[src/rtl/bus_arbiter.sv]
// Two-master round-robin arbiter with bounded hold time, placed in front of the
// shared BUS master port. Grants are registered; the BUS-side mux is combinational.
module bus_arbiter #(
    parameter int ADDR_W   = 16,
    parameter int DATA_W   = 64,
    parameter int MAX_HOLD = 8
) (
    input  logic              clk,
    input  logic              reset,
    input  logic              m0_req,
    input  logic              m1_req,
    input  logic              m0_wr,
    input  logic              m1_wr,
    input  logic [ADDR_W-1:0] m0_addr,
    input  logic [ADDR_W-1:0] m1_addr,
    input  logic [DATA_W-1:0] m0_dout,
    input  logic [DATA_W-1:0] m1_dout,
    output logic              m0_grant,
    output logic              m1_grant,
    output logic [DATA_W-1:0] m0_din,
    output logic [DATA_W-1:0] m1_din,
    output logic              b_req,
    output logic              b_wr,
    output logic [ADDR_W-1:0] b_addr,
    output logic [DATA_W-1:0] b_dout,
    input  logic [DATA_W-1:0] b_din
);

    typedef enum logic [1:0] {
        ST_IDLE = 2'd0,
        ST_GNT0 = 2'd1,
        ST_GNT1 = 2'd2
    } state_t;

    localparam bit         HOLD_EN   = (MAX_HOLD != 0);
    localparam logic [7:0] HOLD_LAST = HOLD_EN ? 8'(MAX_HOLD - 1) : 8'd0;

    state_t      state_r;
    state_t      next_state_s;
    logic        last_r;
    logic [7:0]  hold_cnt_r;
    logic        m0_grant_r;
    logic        m1_grant_r;
    logic        hold_expired_s;

    // The equality (not >=) means a late request from the waiting master does
    // not preempt a holder that has already run past the limit alone.
    assign hold_expired_s = HOLD_EN && (hold_cnt_r == HOLD_LAST);

    // Next-state arbitration: round-robin on ties, handoff and preemption from grant states.
    always_comb begin
        next_state_s = state_r;
        case (state_r)
            ST_IDLE: begin
                if (m0_req && m1_req) begin
                    next_state_s = last_r ? ST_GNT0 : ST_GNT1;
                end else if (m0_req) begin
                    next_state_s = ST_GNT0;
                end else if (m1_req) begin
                    next_state_s = ST_GNT1;
                end else begin
                    next_state_s = ST_IDLE;
                end
            end
            ST_GNT0: begin
                if (!m0_req) begin
                    next_state_s = m1_req ? ST_GNT1 : ST_IDLE;
                end else if (m1_req && hold_expired_s) begin
                    next_state_s = ST_GNT1;
                end else begin
                    next_state_s = ST_GNT0;
                end
            end
            ST_GNT1: begin
                if (!m1_req) begin
                    next_state_s = m0_req ? ST_GNT0 : ST_IDLE;
                end else if (m0_req && hold_expired_s) begin
                    next_state_s = ST_GNT0;
                end else begin
                    next_state_s = ST_GNT1;
                end
            end
            default: begin
                next_state_s = ST_IDLE;
            end
        endcase
    end

    // State, round-robin pointer, hold counter and registered grants.
    always_ff @(posedge clk or posedge reset) begin
        if (reset) begin
            state_r    <= ST_IDLE;
            last_r     <= 1'b1;
            hold_cnt_r <= 8'd0;
            m0_grant_r <= 1'b0;
            m1_grant_r <= 1'b0;
        end else begin
            state_r    <= next_state_s;
            m0_grant_r <= (next_state_s == ST_GNT0);
            m1_grant_r <= (next_state_s == ST_GNT1);
            if (next_state_s != state_r) begin
                hold_cnt_r <= 8'd0;
                if (next_state_s == ST_GNT0) begin
                    last_r <= 1'b0;
                end else if (next_state_s == ST_GNT1) begin
                    last_r <= 1'b1;
                end else begin
                    last_r <= last_r;
                end
            end else if (state_r == ST_IDLE) begin
                hold_cnt_r <= 8'd0;
            end else if (hold_cnt_r != 8'hff) begin
                hold_cnt_r <= hold_cnt_r + 8'd1;
            end else begin
                hold_cnt_r <= hold_cnt_r;
            end
        end
    end

    // BUS-side mux: the granted master's signals pass straight through.
    always_comb begin
        b_req  = 1'b0;
        b_wr   = 1'b0;
        b_addr = '0;
        b_dout = '0;
        if (m0_grant_r) begin
            b_req  = m0_req;
            b_wr   = m0_wr;
            b_addr = m0_addr;
            b_dout = m0_dout;
        end else if (m1_grant_r) begin
            b_req  = m1_req;
            b_wr   = m1_wr;
            b_addr = m1_addr;
            b_dout = m1_dout;
        end else begin
            b_req  = 1'b0;
            b_wr   = 1'b0;
            b_addr = '0;
            b_dout = '0;
        end
    end

    assign m0_grant = m0_grant_r;
    assign m1_grant = m1_grant_r;
    assign m0_din   = b_din;
    assign m1_din   = b_din;

endmodule

[config.mk]
export PLATFORM = sky130hd
export DESIGN_NAME = bus_arbiter
export DESIGN_NICKNAME = d
export VERILOG_FILES = /design/src/rtl/bus_arbiter.sv
export SDC_FILE = /design/constraint.sdc
export NUM_CORES = 1
export LEC_CHECK = 0
export ABC_CLOCK_PERIOD_IN_PS = 7600
export CORE_AREA = 2 2 170 172
export DETAILED_ROUTE_END_ITERATION = 10
export DIE_AREA = 0 0 172 174
export GPL_ROUTABILITY_DRIVEN = 1
export PLACE_DENSITY = 0.41
export SLEW_MARGIN = 0
export SYNTH_ARGS = -nofsm -noshare
export SYNTH_HDL_FRONTEND = slang
export SYNTH_SLANG_ARGS = --single-unit
[constraint.sdc]
create_clock -name clk -period 7.6 [get_ports clk]
set_clock_uncertainty 0.2 [all_clocks]
set_input_delay 1.52 -clock clk [delete_from_list [all_inputs] [get_ports clk]]
set_output_delay 1.52 -clock clk [all_outputs]
set_load 0.01 [all_outputs]
==> impl_metrics.ini <==
[status]
status = complete, no violations

[floorplanning]
ioPinCount = 442
die_area_sq_um = 29930
core_sq_um = 28240
initial_core_util_pct = 9.190
rows = 62
die_x_microns = 172
die_height_microns = 174

[power_and_ir_drop]
intPower_mw = 0.4420
switching_share_pct = 34.91
power.total_mw = 0.6791
clock_power_share_pct = 15.3
p_leak_nw = 1.650
netSwitchingPower_mw = 0.2371
power_frac_comb_pct = 69.4
vdd_drop_max_mv = 0.06908
seqPwrFrac_pct = 15.3
power_density_nw_per_um2 = 146.4

[route]
drtIter0Drc = 71
dr.pass1.iters = 4
drt_wl_total_microns = 12400
via_per_inst = 3.286
wire_per_inst_microns = 15.42
drc_errors = 0
antenna_left = 0
num_vias = 2642

[global_routing]
grt_overflow = 0
grt_pass1_wl_microns = 16370
grt_usage_pct = 7.338
grt_start_max_net_pins = 50
grt_pass1_vias = 2574
antenna_found_initial = 2

[final_layout]
synthToLayoutAreaGrowth_pct = 78.78
drive_gt1_share_pct = 5.967
fin_nets = 653
num-fill-cells = 3177

[synthesis]
async_flop_share_pct = 100.0
synth_largest_area_cell = buf_4
synth_edf_count = 0
ys_seq_elements = 13
synth.top_cells.by_area = buf_4 37%, a22o_1 27%, dfrtp_1 12%
synth_top_area_share_pct = 37.03
syn_inst = 311
synth_flop_cell = dfrtp_1
ys_seq_area_share_pct = 12.58
syn-num-nets = 544
ys_types = 40
synth_common_cells = 128 x buf_4, 80 x a22o_1, 15 x clkbuf_1
syn_area_per_cell_sq_um = 8.344
synth_area_sq_um = 2595
yosysMostFrequentCell = buf_4
synth-warning-count = 0

[sta]
fin_crit_sh_pct = 62.84
finalSetupViolations = 0
relSlewSlack_pct = 40.22
worst_pin_slew_ns = 0.8948
slew_viol_final = 0
hold_violations = 0
rsz0062_at_grt = no
fmaxAchievable_mhz = 209.4
layout_min_cycle_time_ns = 4.776
finalSetupTns_ns = 0

[worst_setup_path]
critPathMaxStageDelay_ns = 0.76
critPathRequiredTime_ns = 5.88
crit_arrival_ns = 3.06
worstSetupPathType = reg -> out
crit_path_end_kind = primary output
cp_max_fo = 44
crit_path_top_delay_cell = nor2b_4
path_cells = nor2b_4 -> buf_4 -> a22o_1 -> clkdlybuf4s50_1
worst_setup_path_start_kind = register

[clocking]
cts_tree = built
clock_path_buffers = 2
insertion_delay_ns = 0.25
clock_sinks = 13
cts_resized = 0
htree_levels = 1
cts_hold_buf = 0
root_buffer = clkbuf_16
post_cts_buffers = 0
path_clk_slew_ns = 0.05
cts_buffers = 3

[place]
gp_congestion = 0.6768
port_buffers = 249
hpwl_microns = 10230

[min_path]
worstHoldPathType = reg -> reg

[flow_run]
drv_cap = 0
## critical path: cells and delay by family (launching register included)
| kind | cells | cell delay (ns) |
|---|---|---|
| buf+inv | 2 | 1.15 |
| flops | 1 | 0.65 |
| compound gates | 1 | 0.21 |
| simple gates | 1 | 0.76 |
## routing by layer
layer	track usage [%]	wire length [microns]
met1	9.082	5109
met2	10.94	5287
met3	4.144	1813
met4	1.681	189
met5	0.6689	0
## power by group through the flow
stage | registers [mW] | clock network [mW] | logic, mW
floorplan | 0.0887 | 0 | 0.272
global placement | 0.106 | 0 | 0.481
detailed placement | 0.106 | 0 | 0.477
CTS | 0.105 | 0.106 | 0.480
global route | 0.107 | 0.110 | 0.504
finish | 0.104 | 0.104 | 0.471
## stage by stage
step	hold WS [ns]	utilization, %	cell area, sq um	cells	worst slack, ns
final	0.3090	16.43	4639	804	2.824
after global routing	0.3222	16.42	4637	803	2.603
after CTS	0.3148	16.42	4637	803	2.623
after detailed placement	0.3083	16.14	4558	799	2.896
after global placement	0.3041	16.14	4558	799	2.873
after floorplan	0.2820	-	2595	311	4.045
## final cells by class
| cell class | count | area (sq um) | share of cell area (%) |
|---|---|---|---|
| clock buffer | 4 | 78.83 | 1.699 |
| inverter | 4 | 15.01 | 0.3236 |
| tap | 384 | 480.5 | 10.36 |
| antenna | 1 | 2.502 | 0.05394 |
| sequential | 13 | 330.3 | 7.120 |
| multi-input combinational | 147 | 1225 | 26.40 |
| timing repair buffer | 251 | 2507 | 54.05 |
## layout by cell type, fill, tap and decap left out, drive strengths merged, types with 5 or more instances in the layout
| cell | n |
|---|---|
| clkdlybuf4s50 | 249 |
| a22o | 80 |
| nor3 | 5 |
| nand2 | 8 |
| nor2 | 12 |
| a31oi | 5 |
| dfrtp | 12 |
## state kept, by name (all words and copies together) (netlist names)
register,flops
hold_cnt_r,8
state_r,2
last_r,1
m0_grant,1
m1_grant,1
## worst paths after layout
path	start	endpoint	slack, ns	cells past startpoint
max	m0_grant	b_dout[6]	2.82	4
min	last_r	last_r	0.31	2
max reg2reg	hold_cnt_r[0]	last_r	5.06	9
min reg2reg	last_r	last_r	0.31	2
max in group asynchronous	reset	m0_grant	5.32	2
min in group asynchronous	reset	hold_cnt_r[6]	1.45	2
## cell families (layout without fill, tap and decap cells)
logic type | after synthesis | in the layout | share of synthesized area [%]
simple gates | 36 | 36 | 8.775
mux | 2 | 2 | 0.7715
fa+ha+maj | 3 | 3 | 1.447
compound gates | 104 | 104 | 35.25
flops | 13 | 13 | 12.58
xor+xnor | 2 | 2 | 0.6751
other cells | 0 | 1 | 0
buf+inv | 151 | 259 | 40.50
Power figures use the tool's default switching activity.
